### src/rtl/prbs7_checker_slow_clk_sync.sv
// slow_clk_sync
//   Brings the slow bit clock and its data into the CLK domain.
//   Ports:
//     CLK      - system clock
//     RST      - asynchronous active-high reset
//     CLK_SLOW - raw slow bit clock (async)
//     DIN      - raw serial data (async)
//     strobe   - one-CLK pulse per CLK_SLOW rising edge, 3 CLK after the pin edge
//     rx_bit   - synchronized DIN captured alongside strobe
module slow_clk_sync (
   input  logic CLK,
   input  logic RST,
   input  logic CLK_SLOW,
   input  logic DIN,
   output logic strobe,
   output logic rx_bit
);

   logic       clk_slow_meta_q, clk_slow_meta_d;
   logic       clk_slow_sync_q, clk_slow_sync_d;
   logic       clk_slow_prev_q, clk_slow_prev_d;
   logic       din_meta_q,      din_meta_d;
   logic       din_sync_q,      din_sync_d;
   logic [1:0] arm_cnt_q,       arm_cnt_d;
   logic       strobe_q,        strobe_d;
   logic       rx_bit_q,        rx_bit_d;

   always_comb begin
      clk_slow_meta_d = CLK_SLOW;
      clk_slow_sync_d = clk_slow_meta_q;
      clk_slow_prev_d = clk_slow_sync_q;
      din_meta_d      = DIN;
      din_sync_d      = din_meta_q;
      rx_bit_d        = din_sync_q;
      arm_cnt_d       = arm_cnt_q;
      if (arm_cnt_q != 2'd3) begin
         arm_cnt_d = arm_cnt_q + 2'd1;
      end
      // Edge detection stays disarmed until the previous-value flop holds a
      // real sample; otherwise a CLK_SLOW already high when reset releases
      // would look like a 0->1 transition against the reset value.
      strobe_d = (arm_cnt_q == 2'd3) && clk_slow_sync_q && !clk_slow_prev_q;
   end

   always_ff @(posedge CLK or posedge RST) begin
      if (RST) begin
         clk_slow_meta_q <= 1'b0;
         clk_slow_sync_q <= 1'b0;
         clk_slow_prev_q <= 1'b0;
         din_meta_q      <= 1'b0;
         din_sync_q      <= 1'b0;
         arm_cnt_q       <= 2'd0;
         strobe_q        <= 1'b0;
         rx_bit_q        <= 1'b0;
      end else begin
         clk_slow_meta_q <= clk_slow_meta_d;
         clk_slow_sync_q <= clk_slow_sync_d;
         clk_slow_prev_q <= clk_slow_prev_d;
         din_meta_q      <= din_meta_d;
         din_sync_q      <= din_sync_d;
         arm_cnt_q       <= arm_cnt_d;
         strobe_q        <= strobe_d;
         rx_bit_q        <= rx_bit_d;
      end
   end

   assign strobe = strobe_q;
   assign rx_bit = rx_bit_q;

endmodule

### config.mk
export PLATFORM = sky130hd
export DESIGN_NAME = slow_clk_sync
export DESIGN_NICKNAME = d
export VERILOG_FILES = /design/src/rtl/prbs7_checker_slow_clk_sync.sv
export SDC_FILE = /design/constraint.sdc
export NUM_CORES = 1
export LEC_CHECK = 0
export BUFFER_PORTS_ARGS = -buffer_cell sky130_fd_sc_hd__buf_2
export CORE_AREA = 2 2 39 41
export CTS_CLUSTER_DIAMETER = 120
export DETAILED_ROUTE_END_ITERATION = 8
export DIE_AREA = 0 0 41 43
export PLACE_DENSITY_LB_ADDON = 0.1
export SETUP_SLACK_MARGIN = 0.3
export SYNTH_ARGS = -nofsm -noshare
export SYNTH_HDL_FRONTEND = slang
export SYNTH_SLANG_ARGS = --single-unit
### constraint.sdc
create_clock -name CLK -period 1.4 [get_ports CLK]
set_input_delay 0.28 -clock CLK [delete_from_list [all_inputs] [get_ports CLK]]
set_output_delay 0.28 -clock CLK [all_outputs]
set_load 0.03 [all_outputs]
==> results of run 1 <==
-- placed cells by master, fill, tap and decap left out, drive strengths merged --
cell         n
clkbuf       4
and3b        1
dfrtp        9
dlygate4sd3  1
inv          1
buf          5
xnor2        1
ha           1
mux2         1
-- worst paths after layout --
check	start	endpoint	slack, ps	depth (start not counted)
max in group asynchronous	RST	din_meta_q$_DFF_PP0_	620	3
min in group asynchronous	RST	clk_slow_prev_q$_DFF_PP0_	530	3
min reg2reg	clk_slow_meta_q$_DFF_PP0_	clk_slow_prev_d$_DFF_PP0_	350	0
max	strobe$_DFF_PP0_	strobe	350	1
min	DIN	din_meta_q$_DFF_PP0_	130	1
max reg2reg	arm_cnt_q[0]$_DFFE_PP0P_	arm_cnt_q[1]$_DFFE_PP0P_	360	2
-- per-layer routing --
layer / wire, um / part of all wire (%)
met5: 0 / 0
met4: 0 / 0
met3: 37 / 10
met2: 148 / 41
met1: 176 / 49
-- where the power goes --
part	switching [uW]	internal (uW)	leakage, uW	total (uW)
combinational	13.4	8.18	0.0000552	21.6
sequential	2.39	270	0.000100	273
clock	84.0	109	0.0000150	193
-- layout make-up --
type / count / area share [%]
flip-flops and latches: 9 / 62.7
multi-input cells: 4 / 13.6
repair buffers: 6 / 9.76
clock buffers: 4 / 7.32
well taps: 16 / 5.57
inverters: 1 / 1.05
-- through the flow --
step	cells	hold WS [ps]
2_1_floorplan	14	108
3_3_place_gp	35	255
3_5_place_dp	35	260
4_1_cts	40	122
5_1_grt	40	116
6_report	40	132
-- timing repair --
item                                   in CTS  in global routing
setup endpoints to repair                   0                  1
endpoints found under the hold margin       9                  0
hold buffers                                1                  0
resized for setup                           0                  1
-- flip-flops by register name, indices dropped and copies added (netlist names) --
signal	flops
arm_cnt_q	2
clk_slow_meta_q	1
clk_slow_prev_d	1
clk_slow_prev_q	1
din_meta_q	1
din_sync_q	1
rx_bit	1
strobe	1
-- worst reg2reg max path, stage by stage (launching register included) --
cell,delay [ps]
sky130_fd_sc_hd__dfrtp_1,390
sky130_fd_sc_hd__ha_2,270
sky130_fd_sc_hd__mux2_4,260
-- kinds of logic after synthesis --
family	Yosys count	share of synthesized area [%]
muxes	1	5.45
and+or+nand+nor	1	3.64
xor gates and xnor gates	1	3.18
buffers and inverters	1	1.36
DFF	9	81.8
adders and majority gates	1	4.54
==> run_results.csv, run 1 <==
group,metric,value,unit
run_status,run_status,"complete, no violations",
layout,fillCellCount,146,
yosys,synthFlopType,"sky130_fd_sc_hd__dfrtp_1",
clocking,worstSkewPairLatency,250,ps
grt,met3_track_usage_gr,4.71,%
drt,detail_route.wirelength,361,um
clocking,numCtsBuffers,3,
timing,setup_repair_after_global_routing_missed_its_margin,"false",
drt,via_total_after_detailed_routing,138,
timing,setup_slack,348,ps
grt,grtUsageMet2,5.63,%
layout,multiInputGateArea,48.8,um^2
yosys,yosysWarnings,0,
yosys,ys_types,6,
yosys,synthesis.area_per_instance,19.7,um^2
drt,route.antenna.remaining_nets,0,
yosys,synth.top_cells.by_area,"sky130_fd_sc_hd__dfrtp_1 82%, sky130_fd_sc_hd__mux2_4 5.5%, sky130_fd_sc_hd__ha_1 4.5%, sky130_fd_sc_hd__and3b_2 3.6%, sky130_fd_sc_hd__xnor2_1 3.2%",
worst_setup_path,critical_path_arrival,770,ps
yosys,seq_area_frac_synth,81.8,%
clocking,cts_tree,"yes",
worst_setup_path,highest_delay_cell_along_the_critical_path,"sky130_fd_sc_hd__dfrtp_1",
grt,grt.busiest_layer,"met1",
layout,post-route-util,25.9,%
clocking,tritoncts_num_sinks,9,
clocking,cts.clk_slew.worst_paths,60,ps
placed_design,postPlaceCellArea,320,um^2
layout,antenna_cells_inserted,0,
timing,final.min_clock_period,1050,ps
drt,remaining_routing_drc_violations,0,
timing,timing.clock.skew,0.896,ps
grt,grt.met1_usage,7.82,%
grt,grt_antenna_before_repair,0,
worst_setup_path,cp.buffers_inverters,1,
floorplanning,placement_rows,14,
floorplanning,initial_utilization,19.9,%
timing,highest_clock_rate,0.951,GHz
clocking,htree_num_levels,1,
drt,drt-initial-drc-count,0,
placed_design,routabilityCongestion,0.594,
min_path,hp-class,"in2reg",
grt,grt_overflow,0,
worst_setup_path,worstPathCellList,"buf_2",
pwr,irDropWorstVdd,0.000396,V
yosys,yosys.cell_count.top_type,"sky130_fd_sc_hd__dfrtp_1",
clocking,post_cts.repair.setup_buffers,0,
worst_setup_path,startpoint_kind_of_the_worst_setup_timing_path,"register",
timing,slew_headroom,77.4,%
floorplanning,floorplan.die.width,41,um
worst_setup_path,worst-path-max-fanout,1,
floorplanning,die_area,1760,um^2
yosys,asyncSetResetFlopFracSynth,100,%
timing,hold_viol,0,
timing,setup_viol_count_final,0,
layout,finish.net_count,30,
clocking,clk_root_buffer_cell,"sky130_fd_sc_hd__clkbuf_4",
floorplanning,core_region_area,1380,um^2
placed_design,worst_setup_slack_before_clock_tree_synthesis,327,ps
pwr,power-per-cell-area,1360,nW/um^2
timing,slew_at_the_pin_closest_to_its_max_slew_limit,338,ps
yosys,synth_enable_flop_cells,0,
yosys,synth_area_leader_cell,"sky130_fd_sc_hd__dfrtp_1",
layout,seq_area,225,um^2
yosys,synthesis.area,275,um^2
drt,routedWlPerCell,9.03,um
yosys,syn_nets,19,
yosys,ys_seq_elements,9,
worst_setup_path,worstSetupEndpointType,"primary output",
floorplanning,io-pin-count,6,
grt,gr-usage-all-layers,6.03,%
worst_setup_path,critical_path_class,"reg2out",
grt,grt_pass1_wl,614,um
layout,area_delta_synth_final,30.5,%
yosys,synth_top_area_share,81.8,%
worst_setup_path,critical-path-top-delay-family,"flip-flops",
layout,post-route-cell-area,359,um^2
worst_setup_path,cp.required,1120,ps
timing,finalSetupTns,0,ps
layout,share_of_layout_cells_above_drive_strength_1,45.8,%
placed_design,numPortBuffers,5,
floorplanning,die_height,43,um
pwr,power.total,488,uW
drt,route.detailed.vias_per_inst,3.45,
clocking,clk_path_buf_depth,2,
worst_setup_path,crit_path_largest_cell_delay,350,ps
drt,drt_first_pass_iters,1,
grt,first_global_vias,145,
yosys,syn_inst,14,
timing,maxSlewViolCount,0,
grt,grt_start_max_net_pins,10,
pwr,power_leakage,0.000170,uW
placed_design,dpl.hpwl,281,um
flow_run,cap_violations,0,
timing,finalCritPeriodShare,75.1,%
Power figures use the tool's default switching activity.
==> inputs of run 2 (changes only) <==
Clock period 1.4 ns to 1.1 ns, I/O delays scaled along.
==> run 2 against run 1 <==
Final area increased by 15%; global-route usage increased by 1.2 points; critical endpoint is now arm_cnt_q[1]$_DFFE_PP0P_; sequential share of layout area decreased by 8.0 points; worst setup slack got worse by 270 ps; first-iteration DRC count increased by 1; largest cell class unchanged; total power increased by 29%.
==> run_results.csv, run 2 (synthesized netlist as in run 1, its figures left out) <==
group,metric,value,unit
run_status,run_status,"complete, no violations",
layout,antenna_cells_inserted,0,
clocking,clk_path_buf_depth,2,
drt,remaining_routing_drc_violations,0,
clocking,cts_tree,"yes",
layout,finish.net_count,33,
grt,grt_pass1_wl,717,um
layout,post-route-util,29.7,%
drt,route.detailed.vias_per_inst,3.42,
grt,first_global_vias,166,
layout,share_of_layout_cells_above_drive_strength_1,55.6,%
pwr,power_leakage,0.000193,uW
clocking,clk_root_buffer_cell,"sky130_fd_sc_hd__clkbuf_4",
floorplanning,die_height,43,um
floorplanning,io-pin-count,6,
timing,final.min_clock_period,1020,ps
worst_setup_path,startpoint_kind_of_the_worst_setup_timing_path,"register",
layout,flip_flop_count_of_the_largest_register_all_copies_and_words_added,2,
drt,route.antenna.remaining_nets,0,
floorplanning,die_area,1760,um^2
drt,drt-initial-drc-count,1,
timing,hold_slack,72.7,ps
timing,slew_headroom,76.7,%
worst_setup_path,critical_path_class,"reg2reg",
min_path,hp-class,"in2reg",
pwr,power-per-cell-area,1530,nW/um^2
drt,routedWlPerCell,10.1,um
grt,grt_antenna_before_repair,0,
pwr,power.total,630,uW
placed_design,numPortBuffers,5,
timing,setup_repair_after_global_routing_missed_its_margin,"true",
layout,area_delta_synth_final,49.5,%
placed_design,routabilityCongestion,0.588,
worst_setup_path,worstSetupEndpointType,"register",
clocking,tritoncts_num_sinks,9,
timing,timing.clock.skew,8.90,ps
clocking,worstSkewPairLatency,260,ps
pwr,irDropWorstVdd,0.000580,V
timing,finalSetupTns,0,ps
timing,hold_viol,0,
drt,detail_route.wirelength,436,um
timing,maxSlewViolCount,0,
timing,highest_clock_rate,0.980,GHz
layout,final_common_cell,"sky130_fd_sc_hd__dfrtp_1",
drt,drt_first_pass_iters,2,
worst_setup_path,critical_path_arrival,1170,ps
timing,finalCritPeriodShare,92.8,%
grt,grt_overflow,0,
worst_setup_path,highest_delay_cell_along_the_critical_path,"sky130_fd_sc_hd__dfrtp_1",
clocking,htree_num_levels,1,
flow_run,cap_violations,0,
worst_setup_path,worstPathCellList,"ha_4 -> mux2_4",
worst_setup_path,crit_path_largest_cell_delay,410,ps
grt,gr-usage-all-layers,7.19,%
layout,registers.top_by_ff_count,"arm_cnt_q",
worst_setup_path,cp.required,1250,ps
timing,slew_at_the_pin_closest_to_its_max_slew_limit,348,ps
floorplanning,core_region_area,1380,um^2
drt,via_total_after_detailed_routing,147,
floorplanning,initial_utilization,19.9,%
clocking,cts.clk_slew.worst_paths,60,ps
timing,setup_viol_count_final,0,
clocking,numCtsBuffers,3,
layout,final_cell_mix,"9 x sky130_fd_sc_hd__dfrtp_1, 3 x sky130_fd_sc_hd__clkbuf_4, 3 x sky130_fd_sc_hd__buf_2, 3 x sky130_fd_sc_hd__buf_4, 2 x sky130_fd_sc_hd__buf_6",
floorplanning,floorplan.die.width,41,um
grt,grt_start_max_net_pins,10,
floorplanning,placement_rows,14,
worst_setup_path,worst-path-max-fanout,2,
[run 2: metrics by stage]
step | instance area (um^2) | setup WS [ps] | cells
floorplan | 278 | 103 | 14
global placement | 323 | 88.2 | 35
detailed placement | 323 | 76.3 | 35
CTS | 397 | 84.3 | 42
global route | 412 | 55.7 | 43
finish | 412 | 79.1 | 43
[run 2: final cells by class]
| type | count | area, um^2 |
|---|---|---|
| well taps | 16 | 20.0 |
| clock buffers | 4 | 26.3 |
| inverters | 1 | 3.75 |
| multi-input cells | 4 | 66.3 |
| flip-flops and latches | 9 | 225 |
| fillers | 137 | 972 |
| repair buffers | 9 | 70.1 |
[run 2: final timing paths]
kind	startpoint	endpoint	slack, ps	depth (start not counted)
worst min-delay path	DIN	din_meta_q$_DFF_PP0_	70	1
worst min register to register	din_meta_q$_DFF_PP0_	din_sync_q$_DFF_PP0_	350	0
worst max register to register	arm_cnt_q[1]$_DFFE_PP0P_	arm_cnt_q[1]$_DFFE_PP0P_	80	2
min in group asynchronous	RST	clk_slow_prev_q$_DFF_PP0_	460	3
max in group asynchronous	RST	din_meta_q$_DFF_PP0_	380	3
worst max-delay path	arm_cnt_q[1]$_DFFE_PP0P_	arm_cnt_q[1]$_DFFE_PP0P_	80	2
[run 2: repair_timing]
action,CTS,global route
hold buffers,1,0
setup endpoints to repair,5,5
hold endpoints to repair,9,0
buffers inserted,2,1
resized for setup,5,1
gates cloned,0,0
pin swaps,1,1
[run 2: power by group]
group | total [uW] | internal, uW | switching [uW]
registers | 348 | 344 | 4.13
logic | 32.2 | 14.9 | 17.3
clock network | 250 | 139 | 110
[run 2: worst max-delay path, delay by kind of cell (launching register included)]
kind                     cells  cell delay, ps
flip-flops                   1             410
multiplexers                 1             260
adder cells (fa/ha/maj)      1             240
[run 2: per-layer routing]
metal | track usage [%] | up-vias | wire [um]
met5 | 0 | - | 0
met4 | 6.00 | 0 | 0
met3 | 6.28 | 0 | 28
met2 | 8.13 | 5 | 225
met1 | 7.95 | 72 | 182
li1 | - | 70 | -
==> inputs of run 3 (changes only) <==
Settings changed: BUFFER_PORTS_ARGS -buffer_cell sky130_fd_sc_hd__buf_2 to -buffer_cell sky130_fd_sc_hd__buf_4, SETUP_SLACK_MARGIN 0.3 to unset.
==> run 3 against run 2 <==
Critical path depth unchanged; combinational power about the same; register-to-register slack got worse by 30 ps; clock power decreased by 2%; global-route usage decreased by 0.98 points; highest routed layer unchanged.
==> run_results.csv, run 3 (synthesized netlist as in run 1, its figures left out) <==
group,metric,value,unit
placed_design,placed_cells_incl_taps,35,
worst_setup_path,highest_delay_cell_along_the_critical_path,"sky130_fd_sc_hd__dfrtp_1",
worst_setup_path,critical-path-top-delay-family,"flip-flops",
floorplanning,initial_utilization,19.9,%
timing,finalCritPeriodShare,95.5,%
floorplanning,io-pin-count,6,
pwr,power.clock.fraction,39.2,%
worst_setup_path,worstPathCellList,"ha_2 -> mux2_4",
worst_setup_path,worst-path-max-fanout,2,
layout,flip_flop_count_of_the_largest_register_all_copies_and_words_added,2,
drt,detail_route.wirelength,333,um
timing,final.min_clock_period,1050,ps
timing,setup_viol_count_final,0,
layout,finish.net_count,30,
min_path,hp-class,"in2reg",
clocking,clk_path_buf_depth,2,
timing,finalSetupTns,0,ps
floorplanning,die_height,43,um
worst_setup_path,r2r_setup_slack,50,ps
drt,drt-initial-drc-count,0,
layout,final_common_cell,"sky130_fd_sc_hd__dfrtp_1",
floorplanning,floorplan.die.width,41,um
timing,maxSlewViolCount,0,
pwr,p_int,499,uW
grt,gr-usage-all-layers,6.21,%
run_status,run_status,"complete, no violations",
worst_setup_path,critical_path_arrival,1190,ps
worst_setup_path,critPathLaunch,"arm_cnt_q[0]$_DFFE_PP0P_",
pwr,net-switching-power,125,uW
timing,slew_at_the_pin_closest_to_its_max_slew_limit,325,ps
layout,final_cell_mix,"9 x sky130_fd_sc_hd__dfrtp_1, 5 x sky130_fd_sc_hd__buf_4, 3 x sky130_fd_sc_hd__clkbuf_4",
grt,grt_antenna_before_repair,0,
timing,hold_viol,0,
floorplanning,placement_rows,14,
worst_setup_path,cp.buffers_inverters,0,
flow_run,cap_violations,0,
clocking,htree_num_levels,1,
timing,highest_clock_rate,0.952,GHz
layout,post-route-util,26.9,%
clocking,worstSkewPairLatency,250,ps
drt,remaining_routing_drc_violations,0,
layout,registers.top_by_ff_count,"arm_cnt_q",
clocking,tritoncts_num_sinks,9,
pwr,switching_share,20.1,%
worst_setup_path,reg2reg_from,"arm_cnt_q[0]$_DFFE_PP0P_",
placed_design,dpl.hpwl,239,um
placed_design,routabilityCongestion,0.633,
pwr,power_leakage,0.000174,uW
drt,via_total_after_detailed_routing,142,
clocking,cts_tree,"yes",
grt,grt_pass1_wl,676,um
drt,route.detailed.vias_per_inst,3.55,
layout,share_of_layout_cells_above_drive_strength_1,45.8,%
timing,slew_headroom,78.3,%
drt,drt_first_pass_iters,1,
worst_setup_path,startpoint_kind_of_the_worst_setup_timing_path,"register",
pwr,sequentialPowerShare,55.6,%
pwr,power-per-cell-area,1680,nW/um^2
placed_design,numPortBuffers,5,
worst_setup_path,worstSetupEndpointType,"register",
layout,antenna_cells_inserted,0,
layout,area_delta_synth_final,35.0,%
worst_setup_path,crit_path_largest_cell_delay,400,ps
timing,setup_repair_after_global_routing_missed_its_margin,"false",
pwr,irDropWorstVdd,0.000599,V
floorplanning,die_area,1760,um^2
clocking,clk_root_buffer_cell,"sky130_fd_sc_hd__clkbuf_4",
grt,grt_overflow,0,
clocking,numCtsBuffers,3,
floorplanning,core_region_area,1380,um^2
clocking,cts.clk_slew.worst_paths,60,ps
worst_setup_path,critical_path_class,"reg2reg",
layout,instances_no_fill,40,
timing,timing.clock.skew,0.328,ps
grt,grt_start_max_net_pins,10,
grt,first_global_vias,166,
pwr,power.combinational.fraction,5.2,%
drt,routedWlPerCell,8.33,um
worst_setup_path,cp.required,1240,ps
drt,route.antenna.remaining_nets,0,
min_path,worst_hold_startpoint,"CLK_SLOW",
-- run 3: metal layers --
metal	track usage [%]	part of all wire, %	wire length (um)
met3	7.85	12	40
met1	6.73	41	138
met4	0	0	0
met5	0	0	0
met2	8.13	46	154
-- run 3: final cells by class --
cell class | count | area [um^2]
clock buffers | 4 | 26.3
fillers | 140 | 1010
inverters | 1 | 3.75
multi-input cells | 4 | 48.8
flip-flops and latches | 9 | 225
well taps | 16 | 20.0
repair buffers | 6 | 47.5
-- run 3: repair_timing --
item | CTS | global route
buffers inserted | 0 | 0
endpoints found under the setup margin | 0 | 1
gates resized for setup | 0 | 1
hold buffers | 1 | 0
endpoints found under the hold margin | 9 | 0
-- run 3: power by group through the flow --
stage / Combinational [uW] / Clock [uW] / Sequential, uW
floorplan: 7.05 / 0 / 360
global placement: 30.7 / 0 / 353
detailed placement: 30.7 / 0 / 353
CTS: 33.4 / 262 / 347
global route: 36.0 / 271 / 349
finish: 32.2 / 245 / 347
-- run 3: through the flow --
step           total power, uW  cell area (um^2)  setup slack, ps  hold WS (ps)
4_1_cts                    642               369             19.5          59.5
2_1_floorplan              368               275             70.0          47.9
3_3_place_gp               384               333             46.1           207
3_5_place_dp               384               333             31.8           205
6_report                   624               372             49.5          70.5
5_1_grt                    656               372             22.9          57.9
-- run 3: worst register-to-register path: cells and delay by family (launching register included) --
family	cells	cell delay, ps
muxes	1	260
adders and majority gates	1	280
DFF	1	400
-- run 3: path summary, 6_finish.rpt --
kind / to / cells after the start
worst max-delay path: arm_cnt_q[1]$_DFFE_PP0P_ / 2
worst min-delay path: clk_slow_meta_q$_DFF_PP0_ / 1
worst max register to register: arm_cnt_q[1]$_DFFE_PP0P_ / 2
worst min register to register: din_sync_q$_DFF_PP0_ / 0
max in group asynchronous: rx_bit$_DFF_PP0_ / 3
min in group asynchronous: clk_slow_meta_q$_DFF_PP0_ / 3
